[src/rtl/jk_cmd_seq.sv]
// Queued j/k command sequencer feeding the JK flip-flop FSM: a FIFO of {op, hold} plus a two-state player.
// Optional feature: define JK_SEQ_CNT_EN to add the 8-bit done_cnt output.
module jk_cmd_seq #(
    parameter int HOLD_W = 4,
    parameter int DEPTH  = 4
) (
    input  logic              clk,
    input  logic              rst,
    input  logic              cmd_valid,
    output logic              cmd_ready,
    input  logic [1:0]        cmd_op,
    input  logic [HOLD_W-1:0] cmd_hold,
    output logic              j,
    output logic              k,
    output logic              busy,
    output logic              done_pulse
`ifdef JK_SEQ_CNT_EN
    ,
    output logic [7:0]        done_cnt
`endif
);

    localparam int AW = $clog2(DEPTH);
    localparam int CW = AW + 1;

    localparam logic [0:0] ST_IDLE  = 1'b0;
    localparam logic [0:0] ST_DRIVE = 1'b1;

    logic [HOLD_W+1:0] mem [DEPTH];
    logic [AW-1:0]     wr_ptr;
    logic [AW-1:0]     rd_ptr;
    logic [CW-1:0]     count;

    logic [0:0]        state;
    logic [HOLD_W-1:0] cnt;

    logic              full;
    logic              empty;
    logic              push;
    logic              pop;
    logic              last_cycle;
    logic [1:0]        head_op;
    logic [HOLD_W-1:0] head_hold;

    assign full       = (count == CW'(DEPTH));
    assign empty      = (count == '0);
    // Full blocks a push even when a pop frees a slot in the same cycle.
    assign cmd_ready  = !full && !rst;
    assign push       = cmd_valid && cmd_ready;
    assign last_cycle = (state == ST_DRIVE) && (cnt == '0);
    assign pop        = !empty && ((state == ST_IDLE) || last_cycle);
    assign head_op    = mem[rd_ptr][HOLD_W+1:HOLD_W];
    assign head_hold  = mem[rd_ptr][HOLD_W-1:0];
    assign busy       = (state == ST_DRIVE) || !empty;

    // NOTE: the storage array has no reset; the pointers and count alone define which entries are valid.
    always_ff @(posedge clk) begin
        if (push) begin
            mem[wr_ptr] <= {cmd_op, cmd_hold};
        end
    end

    always_ff @(posedge clk) begin
        if (rst) begin
            wr_ptr <= '0;
            rd_ptr <= '0;
            count  <= '0;
        end else begin
            if (push) wr_ptr <= wr_ptr + AW'(1);
            if (pop)  rd_ptr <= rd_ptr + AW'(1);
            case ({push, pop})
                2'b10:   count <= count + CW'(1);
                2'b01:   count <= count - CW'(1);
                default: count <= count;
            endcase
        end
    end

    // done_pulse is registered, so it is precomputed one cycle ahead from the count about to be held.
    always_ff @(posedge clk) begin
        if (rst) begin
            state      <= ST_IDLE;
            j          <= 1'b0;
            k          <= 1'b0;
            cnt        <= '0;
            done_pulse <= 1'b0;
        end else begin
            case (state)
                ST_IDLE: begin
                    done_pulse <= 1'b0;
                    if (pop) begin
                        state      <= ST_DRIVE;
                        {j, k}     <= head_op;
                        cnt        <= head_hold;
                        done_pulse <= (head_hold == '0);
                    end
                end
                ST_DRIVE: begin
                    if (cnt != '0) begin
                        cnt        <= cnt - HOLD_W'(1);
                        done_pulse <= (cnt == HOLD_W'(1));
                    end else if (pop) begin
                        {j, k}     <= head_op;
                        cnt        <= head_hold;
                        done_pulse <= (head_hold == '0);
                    end else begin
                        state      <= ST_IDLE;
                        j          <= 1'b0;
                        k          <= 1'b0;
                        done_pulse <= 1'b0;
                    end
                end
                default: begin
                    state      <= ST_IDLE;
                    j          <= 1'b0;
                    k          <= 1'b0;
                    done_pulse <= 1'b0;
                end
            endcase
        end
    end

`ifdef JK_SEQ_CNT_EN
    always_ff @(posedge clk) begin
        if (rst) begin
            done_cnt <= 8'd0;
        end else if (done_pulse) begin
            done_cnt <= done_cnt + 8'd1;
        end
    end
`endif

endmodule
[config.mk]
export PLATFORM = sky130hd
export DESIGN_NAME = jk_cmd_seq
export DESIGN_NICKNAME = d
export VERILOG_FILES = /design/src/rtl/jk_cmd_seq.sv
export SDC_FILE = /design/constraint.sdc
export NUM_CORES = 1
export LEC_CHECK = 0
export BUFFER_PORTS_ARGS = -buffer_cell sky130_fd_sc_hd__buf_2
export CAP_MARGIN = 0
export CORE_UTILIZATION = 40
export DETAILED_ROUTE_END_ITERATION = 10
export GPL_TIMING_DRIVEN = 1
export MAX_ROUTING_LAYER = met4
export PLACE_DENSITY = 0.65
export SLEW_MARGIN = 20
export SYNTH_ARGS = -nofsm -noshare
export SYNTH_HDL_FRONTEND = slang
export SYNTH_SLANG_ARGS = --single-unit
[constraint.sdc]
create_clock -name clk -period 3 [get_ports clk]
set_input_delay 0.6 -clock clk [delete_from_list [all_inputs] [get_ports clk]]
set_output_delay 0.6 -clock clk [all_outputs]
set_load 0.02 [all_outputs]
==> results.cfg, run 1 <==
[status]
status = finished clean

[placement]
hpwl_mm = 2.10
place_inst = 189
place.gp.congestion = 0.703
place_ws_ns = 0.487
io_buffer_count = 13

[critical_path]
worst_r2r_path_depth = 10
r2r-end = count[2]$_SDFFE_PP0P_
reg2reg_slack_ns = 0.47
r2r-start = cnt[1]$_SDFF_PP0_
start_kind = flip-flop
cp.required_ns = 3.23
cp.arrival_ns = 2.76
cp_max_fo = 4
cp-startpoint = cnt[1]$_SDFF_PP0_
crit_slowest_cell = or3b_4
crit_chain = inv_1 -> ha_1 -> or3b_4 -> a21oi_4 -> ha_1 -> inv_1 -> fa_1 -> xor2_1 -> or3_1 -> a21oi_1
setup.worst_path.class = reg2reg
slowest_delay_ns = 0.43
end_kind = flip-flop

[synthesis]
syn_nets = 146
synth_cell_types = 33
yosysSeqAreaShare_pct = 60.6
synth_seq_cells = 41
synth_area_mm2 = 0.00175
ys_warn_count = 0
postSynthAreaPerCell_um2 = 13.6
synth_cells = 129

[cts]
cts_hold_buf = 0
clkTransAtPathRegs_ns = 0.08
clock_latency_ns = 0.30
cts_buffer_depth = 2
cts_setup_buffers = 0
cts.repair.resized = 0
cts_tree = built
cts.sinks = 41
cts_inserted_buffers = 5
root_buffer = clkbuf_8
h-tree-depth = 2

[flow_run]
max_cap_violations = 0

[floorplanning]
io_pins = 14
chipHeight_um = 68.2
rows = 23
core_area_mm2 = 0.00409
initial_core_util_pct = 42.8
die_w_um = 68.2
die_area_mm2 = 0.00464

[sta]
hold_ws_ns = 0.483
tns_ns = 0
min_period_ns = 2.53
finalSetupViolations = 0
fmax_ghz = 0.395
finalCritPeriodShare_pct = 84.4
hold_viol = 0
tightest_slew_ns = 0.585
max-slew-margin-rel_pct = 60.7
clock_skew_ns = 0.0116
setup_slack_ns = 0.468
rsz0062_at_grt = false
slew_viol_final = 0

[power_and_ir_drop]
power_mw = 1.86
p_leak_nw = 0.694
pwr-share-clk_pct = 20.0
pwr-share-comb_pct = 36.8
power_frac_seq_pct = 43.2
power.switching_mw = 0.689
power_density_mw_per_mm2 = 951
vdd_ir_drop_max_mv = 0.383
switching_share_pct = 37.0
intPower_mw = 1.17

[route]
routed_wl_mm = 2.96
wl_per_cell_um = 15.0
firstDrtPassIters = 4
remaining_drc_errors = 0
vias_per_cell = 5.32
vias = 1048
drt_iter0_drc = 28
ant_nets = 0

[grt]
antenna_found_initial = 0
grt_pass1_wl_mm = 4.85
grt_max_degree = 20
grt-ovfl-total = 0
grt_pass1_vias = 1059
grt_usage_pct = 15.4

[final_layout]
area_growth_pct = 11.8
fin_cells = 197
num_antenna_cells = 0
final_common_cell = edfxtp_1
layout_common_cells = edfxtp_1, dfxtp_1, buf_2
nNetsFinal = 163
drive_above_1_share_pct = 23.8

[hold_path]
hold_depth = 2
hold_start = k$_SDFFE_PP0P_
min_to = k$_SDFFE_PP0P_
hp-class = reg2reg
[cell usage after synthesis, drive strengths merged]
| cell | count | share of area (%) |
|---|---|---|
| edfxtp | 24 | 41 |
| dfxtp | 17 | 19 |
| a21oi | 11 | 3.8 |
| inv | 10 | 2.1 |
| nor2 | 10 | 2.1 |
| ha | 7 | 5.0 |
| mux4 | 6 | 7.7 |
| and2 | 5 | 1.8 |
| nand2 | 5 | 1.1 |
| o21ai | 5 | 1.4 |
| xnor2 | 3 | 1.5 |
| a221oi | 2 | 1.4 |
| a22oi | 2 | 1.1 |
| buf | 2 | 0.86 |
| clkbuf | 2 | 0.43 |
| nand3b | 2 | 0.86 |
| nor4 | 2 | 0.71 |
| o31ai | 2 | 0.86 |
| or3 | 2 | 0.71 |
| xor2 | 2 | 1.0 |
| a211oi | 1 | 0.71 |
| a21bo | 1 | 0.57 |
| fa | 1 | 1.1 |
| mux2i | 1 | 0.57 |
| nand3 | 1 | 0.29 |
| nor3 | 1 | 0.29 |
| o311a | 1 | 0.64 |
| or3b | 1 | 0.64 |
[worst max-delay path, delay by kind of cell, from the launching register on]
| family | cells | cell delay, ns |
|---|---|---|
| flops | 1 | 0.34 |
| compound gates | 2 | 0.30 |
| fa+ha+maj | 3 | 0.76 |
| buf+inv | 2 | 0.15 |
| xor+xnor | 1 | 0.18 |
| simple gates | 2 | 0.75 |
[how the worst max path moves through the flow]
stage                       endpoint  slack, ns  cells after the start
2_1_floorplan  count[2]$_SDFFE_PP0P_       0.47                     10
3_3_place_gp   count[2]$_SDFFE_PP0P_       0.58                     10
3_5_place_dp   count[2]$_SDFFE_PP0P_       0.49                     10
4_1_cts        count[2]$_SDFFE_PP0P_       0.46                     10
5_1_grt        count[2]$_SDFFE_PP0P_       0.28                     10
6_report       count[2]$_SDFFE_PP0P_       0.47                     10
[registers in the layout, summed over array words and instances, names as in the netlist, named ones only]
name and flops:
rd_ptr 2, mem 24, state 1, wr_ptr 2, j 1, count 3, done_pulse 1, k 1
cnt 4
[kinds of logic (layout without fill, tap and decap cells)]
logic type                 after synthesis  after routing  share of synthesized area [%]
buffers and inverters                   14             32                           3.43
adders and majority gates                8              8                           6.15
and+or+nand+nor                         29             29                           8.51
AOI/OAI and AO/OA                       25             25                           10.5
DFF                                     41             41                           60.6
muxes                                    7              7                           8.29
xor gates and xnor gates                 5              5                           2.50
[per-layer routing]
| layer | wire length, um | vias to the layer above | global-route usage (%) | share of wire (%) |
|---|---|---|---|---|
| met5 | 0 | - | - | 0 |
| met4 | 50 | 0 | 6.25 | 1.7 |
| met3 | 130 | 6 | 4.50 | 4.4 |
| met2 | 1390 | 31 | 25.0 | 47 |
| met1 | 1380 | 508 | 17.9 | 47 |
| li1 | - | 503 | - | - |
[power groups by stage]
stage | logic [mW] | clock network (mW) | registers (mW)
floorplan | 0.565 | 0 | 0.778
global route | 0.766 | 0.397 | 0.825
detailed placement | 0.681 | 0 | 0.820
finish | 0.684 | 0.373 | 0.804
global placement | 0.660 | 0 | 0.814
CTS | 0.685 | 0.382 | 0.808
[per-stage QoR]
stage / util, % / cell area [um^2]
after floorplan: - / 1750
after global placement: 45.6 / 1860
after detailed placement: 45.6 / 1860
after CTS: 47.9 / 1960
after global routing: 47.9 / 1960
final: 47.9 / 1960
[area by class of cell]
type,count,area (um^2)
Clock buffer,5,68.8
Clock inverter,3,25.0
Fill cell,365,2130
Inverter,10,37.5
Multi-Input combinational cell,74,629
Sequential cell,41,1060
Tap cell,50,62.6
Timing Repair Buffer,14,72.6
No activity file was read; power rests on OpenSTA's default activity.
==> run 2, diff against run 1 <==
--- a/config.mk
+++ b/config.mk
@@ -11,7 +11,7 @@
 export DETAILED_ROUTE_END_ITERATION = 10
 export GPL_TIMING_DRIVEN = 1
 export MAX_ROUTING_LAYER = met4
-export PLACE_DENSITY = 0.65
+export PLACE_DENSITY = 0.67
 export SLEW_MARGIN = 20
 export SYNTH_ARGS = -nofsm -noshare
 export SYNTH_HDL_FRONTEND = slang
==> constraint.sdc (replaced) <==
create_clock -name clk -period 2.2 [get_ports clk]
set_input_delay 0.44 -clock clk [delete_from_list [all_inputs] [get_ports clk]]
set_output_delay 0.44 -clock clk [all_outputs]
set_load 0.02 [all_outputs]
==> run 2 against run 1 <==
  * The run now ends with negative setup slack left
  * Largest power group is now combinational cells
  * Worst hold slack got worse by 0.13 ns
  * Critical path type unchanged
  * Sequential power up 34%
  * Cell area rose by 6.0%
  * Largest cell class unchanged
  * Total power is 49% higher
==> results.cfg, run 2 (synthesis results as in run 1) <==
[critical_path]
r2r-start = cnt[1]$_SDFF_PP0_
reg2reg_slack_ns = -0.07
start_kind = flip-flop
cp_max_fo = 2
cp.required_ns = 2.43
cp.arrival_ns = 2.50
setup.worst_path.class = reg2reg
end_kind = flip-flop
worst_r2r_path_depth = 10
r2r-end = count[2]$_SDFFE_PP0P_

[floorplanning]
core_area_mm2 = 0.00409
rows = 23
initial_core_util_pct = 42.8
die_area_mm2 = 0.00464
chipHeight_um = 68.2
io_pins = 14
die_w_um = 68.2

[route]
firstDrtPassIters = 4
wl_per_cell_um = 15.0
routed_wl_mm = 3.14
ant_nets = 0
vias = 1065
vias_per_cell = 5.10
drt_iter0_drc = 36
remaining_drc_errors = 0

[hold_path]
hold_start = cmd_hold[1]
hold_depth = 1
min_to = mem[3][1]$_DFFE_PP_
hp-class = in2reg

[sta]
hold_ws_ns = 0.354
setup_slack_ns = -0.0698
min_period_ns = 2.27
max-slew-margin-rel_pct = 63.1
finalSetupViolations = 1
tightest_slew_ns = 0.550
rsz0062_at_grt = true
slew_viol_final = 0
hold_viol = 0
finalCritPeriodShare_pct = 103
fmax_ghz = 0.441
clock_skew_ns = 0.00356

[final_layout]
fin_util_pct = 50.8
largest_reg_flops = 24
regMostFlops = mem
area_growth_pct = 18.5
final_common_cell = edfxtp_1
reg_top3 = mem: 24 flops, cnt: 4 flops, count: 3 flops
nNetsFinal = 175
num_antenna_cells = 0
drive_above_1_share_pct = 34.6
layout_common_cells = edfxtp_1, dfxtp_1, buf_2, buf_4

[cts]
clock_latency_ns = 0.29
cts_inserted_buffers = 5
root_buffer = clkbuf_8
cts.sinks = 41
clkTransAtPathRegs_ns = 0.08
cts_hold_buf = 0
cts_tree = built
h-tree-depth = 2
cts_buffer_depth = 2

[power_and_ir_drop]
power_density_mw_per_mm2 = 1340
pwr-share-comb_pct = 43.4
intPower_mw = 1.77
p_leak_nw = 0.760
power_frac_seq_pct = 39.0
pwr-share-clk_pct = 17.6
switching_share_pct = 36.0
vdd_ir_drop_max_mv = 0.564
power.switching_mw = 0.996

[placement]
place.gp.congestion = 0.787
io_buffer_count = 13
hpwl_mm = 2.29

[status]
violations = negative setup slack
status = finished with violations

[grt]
grt_pass1_vias = 1083
grt-ovfl-total = 0
antenna_found_initial = 0
grt_usage_pct = 16.3
grt_max_degree = 19
grt_pass1_wl_mm = 4.97

[flow_run]
max_cap_violations = 0
-- run 2: cell types whose count changed in the layout (fill, tap and decap cells not counted), moves of 2 or more --
cell	delta
buf_4	+12
ha_4	+2
inv_2	+3
inv_1	-3
ha_1	-2
dfxtp_2	+2
dfxtp_1	-2
-- run 2: how the worst max path moves through the flow --
| stage | cells after the start | slack (ns) | start | endpoint |
|---|---|---|---|---|
| 6_report | 10 | -0.07 | cnt[1]$_SDFF_PP0_ | count[2]$_SDFFE_PP0P_ |
| 2_1_floorplan | 10 | -0.20 | cnt[1]$_SDFF_PP0_ | count[2]$_SDFFE_PP0P_ |
| 3_5_place_dp | 10 | -0.13 | cnt[1]$_SDFF_PP0_ | count[2]$_SDFFE_PP0P_ |
| 4_1_cts | 10 | -0.12 | cnt[1]$_SDFF_PP0_ | count[2]$_SDFFE_PP0P_ |
| 5_1_grt | 10 | -0.18 | cnt[1]$_SDFF_PP0_ | count[2]$_SDFFE_PP0P_ |
| 3_3_place_gp | 10 | -0.02 | cnt[1]$_SDFF_PP0_ | count[2]$_SDFFE_PP0P_ |
-- run 2: final cells by class --
cell class	count	area (um^2)
tap	50	62.6
sequential	41	1060
clock buffer	5	68.8
multi-input combinational	74	657
clock inverter	3	22.5
inverter	10	37.5
timing repair buffer	26	163
fill	346	2010
-- run 2: power groups by stage --
stage,sequential (mW),combinational [mW],clock (mW)
final,1.08,1.20,0.488
after global routing,1.11,1.33,0.536
after CTS,1.08,1.18,0.503
after detailed placement,1.10,1.10,0
after global placement,1.09,1.05,0
after floorplan,1.07,0.804,0
-- run 2: repair_timing --
item / CTS / global route
pin swaps: 2 / 1
gates resized for setup: 1 / 0
setup endpoints to repair: 1 / 2
buffers inserted: 2 / 1
-- run 2: stage by stage --
step | std cells | power [mW] | setup TNS (ns) | cell area [um^2] | worst slack [ns]
final | 209 | 2.77 | -0.0698 | 2070 | -0.0698
after global routing | 209 | 2.98 | -0.177 | 2070 | -0.177
after global placement | 198 | 2.14 | -0.0199 | 1950 | -0.0199
after CTS | 208 | 2.77 | -0.120 | 2070 | -0.120
after detailed placement | 198 | 2.20 | -0.129 | 1950 | -0.129
after floorplan | 129 | 1.87 | -0.251 | 1770 | -0.196
-- run 2: layer usage --
metal / GRT usage (%) / routed length [um] / part of all wire, % / up-vias
met5: - / 0 / 0 / -
met3: 4.67 / 118 / 3.8 / 3
met2: 25.9 / 1500 / 48 / 26
li1: - / - / - / 526
met1: 19.2 / 1490 / 47 / 510
met4: 7.03 / 29 / 0.93 / 0
-- run 2: critical path: stages, from the launching register on --
cell and delay, ns:
dfxtp_2 0.33, inv_2 0.07, ha_4 0.13, or3b_4 0.40, a21oi_4 0.16, ha_4 0.15
inv_2 0.03, fa_2 0.34, xor2_1 0.15, or3_1 0.31, a21oi_1 0.13
==> run 3, diff against run 2 <==
--- a/config.mk
+++ b/config.mk
@@ -5,6 +5,7 @@
 export SDC_FILE = /design/constraint.sdc
 export NUM_CORES = 1
 export LEC_CHECK = 0
+export ABC_AREA = 1
 export BUFFER_PORTS_ARGS = -buffer_cell sky130_fd_sc_hd__buf_2
 export CAP_MARGIN = 0
 export CORE_UTILIZATION = 40
==> run 3 against run 2 <==
  * The flow now finishes without violations
  * Clock power increased by 20%
  * Final cell count increased by 27%
  * Critical path depth rose by 1
  * Die area is 6.2% higher
  * First-iteration DRC count increased by 31%
  * Via count grew 22%
  * Sequential power about the same
  * Fmax rose by 16%
  * Critical endpoint unchanged
  * Largest power group is now sequential cells
==> results.cfg, run 3 <==
[synthesis]
synth_top_cells_by_area = edfxtp_1, dfxtp_1, nand2_1, ha_1, inv_1
yosysMostFrequentCell = nand2_1
yosysTopAreaCell = edfxtp_1
syn_nets = 206
yosysSeqAreaShare_pct = 57.0
synth_ff_type = edfxtp_1
postSynthAreaPerCell_um2 = 9.85
synth_cell_types = 27
yosysTopAreaCellShare_pct = 38.7
synth_cells = 189
synth.top_cells.by_count = nand2_1, edfxtp_1, inv_1, dfxtp_1, nor2_1
ys_warn_count = 0
synth_area_mm2 = 0.00186
synth_seq_cells = 41
async_flop_share_pct = 0
synth_edf_count = 24

[sta]
rsz0062_at_grt = false
hold_viol = 0
finalCritPeriodShare_pct = 89.2
fmax_ghz = 0.510
tns_ns = 0
finalSetupViolations = 0
slew_viol_final = 0
clock_skew_ns = 0.00346
min_period_ns = 1.96
max-slew-margin-rel_pct = 68.0
hold_ws_ns = 0.367
tightest_slew_ns = 0.479

[status]
status = finished clean

[final_layout]
reg_top3 = mem: 24 flops, cnt: 4 flops, count: 3 flops
finish.instance_area_mm2 = 0.00211
layout_common_cells = nand2_1, edfxtp_1, inv_1, dfxtp_1, nor2_1
largest_reg_flops = 24
drive_above_1_share_pct = 21.1
area_growth_pct = 13.4
regMostFlops = mem
num_antenna_cells = 0
nNetsFinal = 229
final_common_cell = nand2_1

[hold_path]
hp-class = in2reg
hold_start = cmd_op[0]
hold_depth = 1
min_to = mem[1][4]$_DFFE_PP_

[critical_path]
end_kind = flip-flop
cp_max_fo = 4
setup.worst_path.class = reg2reg
start_kind = flip-flop
crit_slowest_cell = fa_1
worst_r2r_path_depth = 11
slowest_delay_ns = 0.38
r2r-end = count[2]$_SDFFE_PP0P_
cp.arrival_ns = 2.14
cp.required_ns = 2.38
reg2reg_slack_ns = 0.24
crit_chain = inv_1 -> ha_2 -> a21oi_2 -> nor2_2 -> ha_1 -> inv_1 -> fa_1 -> a21oi_1 -> o21ai_1 -> o21ai_1 -> a21oi_1
r2r-start = cnt[1]$_SDFF_PP0_

[floorplanning]
initial_core_util_pct = 42.2
rows = 24
die_area_mm2 = 0.00493
chipHeight_um = 70.2
die_w_um = 70.2
core_area_mm2 = 0.00441
io_pins = 14

[power_and_ir_drop]
vdd_ir_drop_max_mv = 0.566
p_leak_nw = 0.862
power_density_mw_per_mm2 = 1260
power_mw = 2.66

[grt]
grt_pass1_vias = 1182
grt_usage_pct = 15.2
grt_max_degree = 15
grt-ovfl-total = 0
antenna_found_initial = 0
grt_pass1_wl_mm = 5.49

[cts]
cts_setup_buffers = 0
cts_inserted_buffers = 5
clkTransAtPathRegs_ns = 0.08
cts.sinks = 41
h-tree-depth = 2
cts_buffer_depth = 2
cts_tree = built
clock_latency_ns = 0.28
cts_hold_buf = 0
root_buffer = clkbuf_8

[route]
firstDrtPassIters = 4
wl_per_cell_um = 12.5
vias = 1304
remaining_drc_errors = 0
routed_wl_mm = 3.33
drt_iter0_drc = 47
ant_nets = 0
vias_per_cell = 4.92

[placement]
dpl_cell_area_mm2 = 0.00200
io_buffer_count = 13
hpwl_mm = 2.38
place.gp.congestion = 0.825

[flow_run]
max_cap_violations = 0
-- run 3: how the worst max path moves through the flow --
stage                                  from                    end  slack [ns]  cells after the start
after floorplan           cnt[0]$_SDFF_PP0_  count[2]$_SDFFE_PP0P_        0.19                     12
after global placement    cnt[0]$_SDFF_PP0_  count[2]$_SDFFE_PP0P_        0.28                     11
after detailed placement  cnt[1]$_SDFF_PP0_  count[2]$_SDFFE_PP0P_        0.24                     11
after CTS                 cnt[1]$_SDFF_PP0_  count[2]$_SDFFE_PP0P_        0.18                     11
after global routing      cnt[0]$_SDFF_PP0_  count[2]$_SDFFE_PP0P_        0.01                     11
final                     cnt[1]$_SDFF_PP0_  count[2]$_SDFFE_PP0P_        0.24                     11
-- run 3: per-layer routing --
layer / vias up / global-route usage, % / share of wire [%]
met5: - / - / 0
met1: 616 / 18.7 / 47
met2: 15 / 23.5 / 49
li1: 671 / - / -
met3: 2 / 4.91 / 3.0
met4: 0 / 5.33 / 0.81
-- run 3: metrics by stage --
stage	std cells	util (%)	worst slack (ns)
5_1_grt	265	47.8	0.00992
6_report	265	47.8	0.239
2_1_floorplan	189	-	0.193
4_1_cts	265	47.8	0.179
3_3_place_gp	257	45.4	0.281
3_5_place_dp	257	45.4	0.237
-- run 3: cells by family (layout without fill, tap and decap cells) --
kind of cell,Yosys count,in the layout,share of synthesized area (%)
compound gates,33,33,11.0
simple gates,79,79,19.2
fa+ha+maj,8,8,5.78
buf+inv,28,52,7.06
flops,41,41,57.0
-- run 3: area by class of cell --
type	count	area, um^2
Fill cell	411	2300
Tap cell	52	65.1
Clock inverter	2	33.8
Clock buffer	6	72.6
Inverter	24	90.1
Timing Repair Buffer	20	118
Sequential cell	41	1060
Multi-Input combinational cell	120	672
-- run 3: power breakdown --
group	switching, mW	total, mW	internal, mW	leakage [nW]
Clock	0.251	0.587	0.335	0.0528
Sequential	0.145	1.09	0.949	0.358
Combinational	0.623	0.984	0.360	0.451
Total	1.02	2.66	1.64	0.862
-- run 3: timing repair --
action / 4_1_cts / 5_1_grt
gates resized for setup: 0 / 3
endpoints found under the setup margin: 0 / 1
endpoints found under the hold margin: 0 / 0
-- run 3: critical path: cells and delay by family, from the launching register on --
| kind | cells | cell delay, ns |
|---|---|---|
| AOI/OAI and AO/OA | 5 | 0.49 |
| buffers and inverters | 2 | 0.18 |
| DFF | 1 | 0.30 |
| adders and majority gates | 3 | 0.77 |
| and+or+nand+nor | 1 | 0.12 |
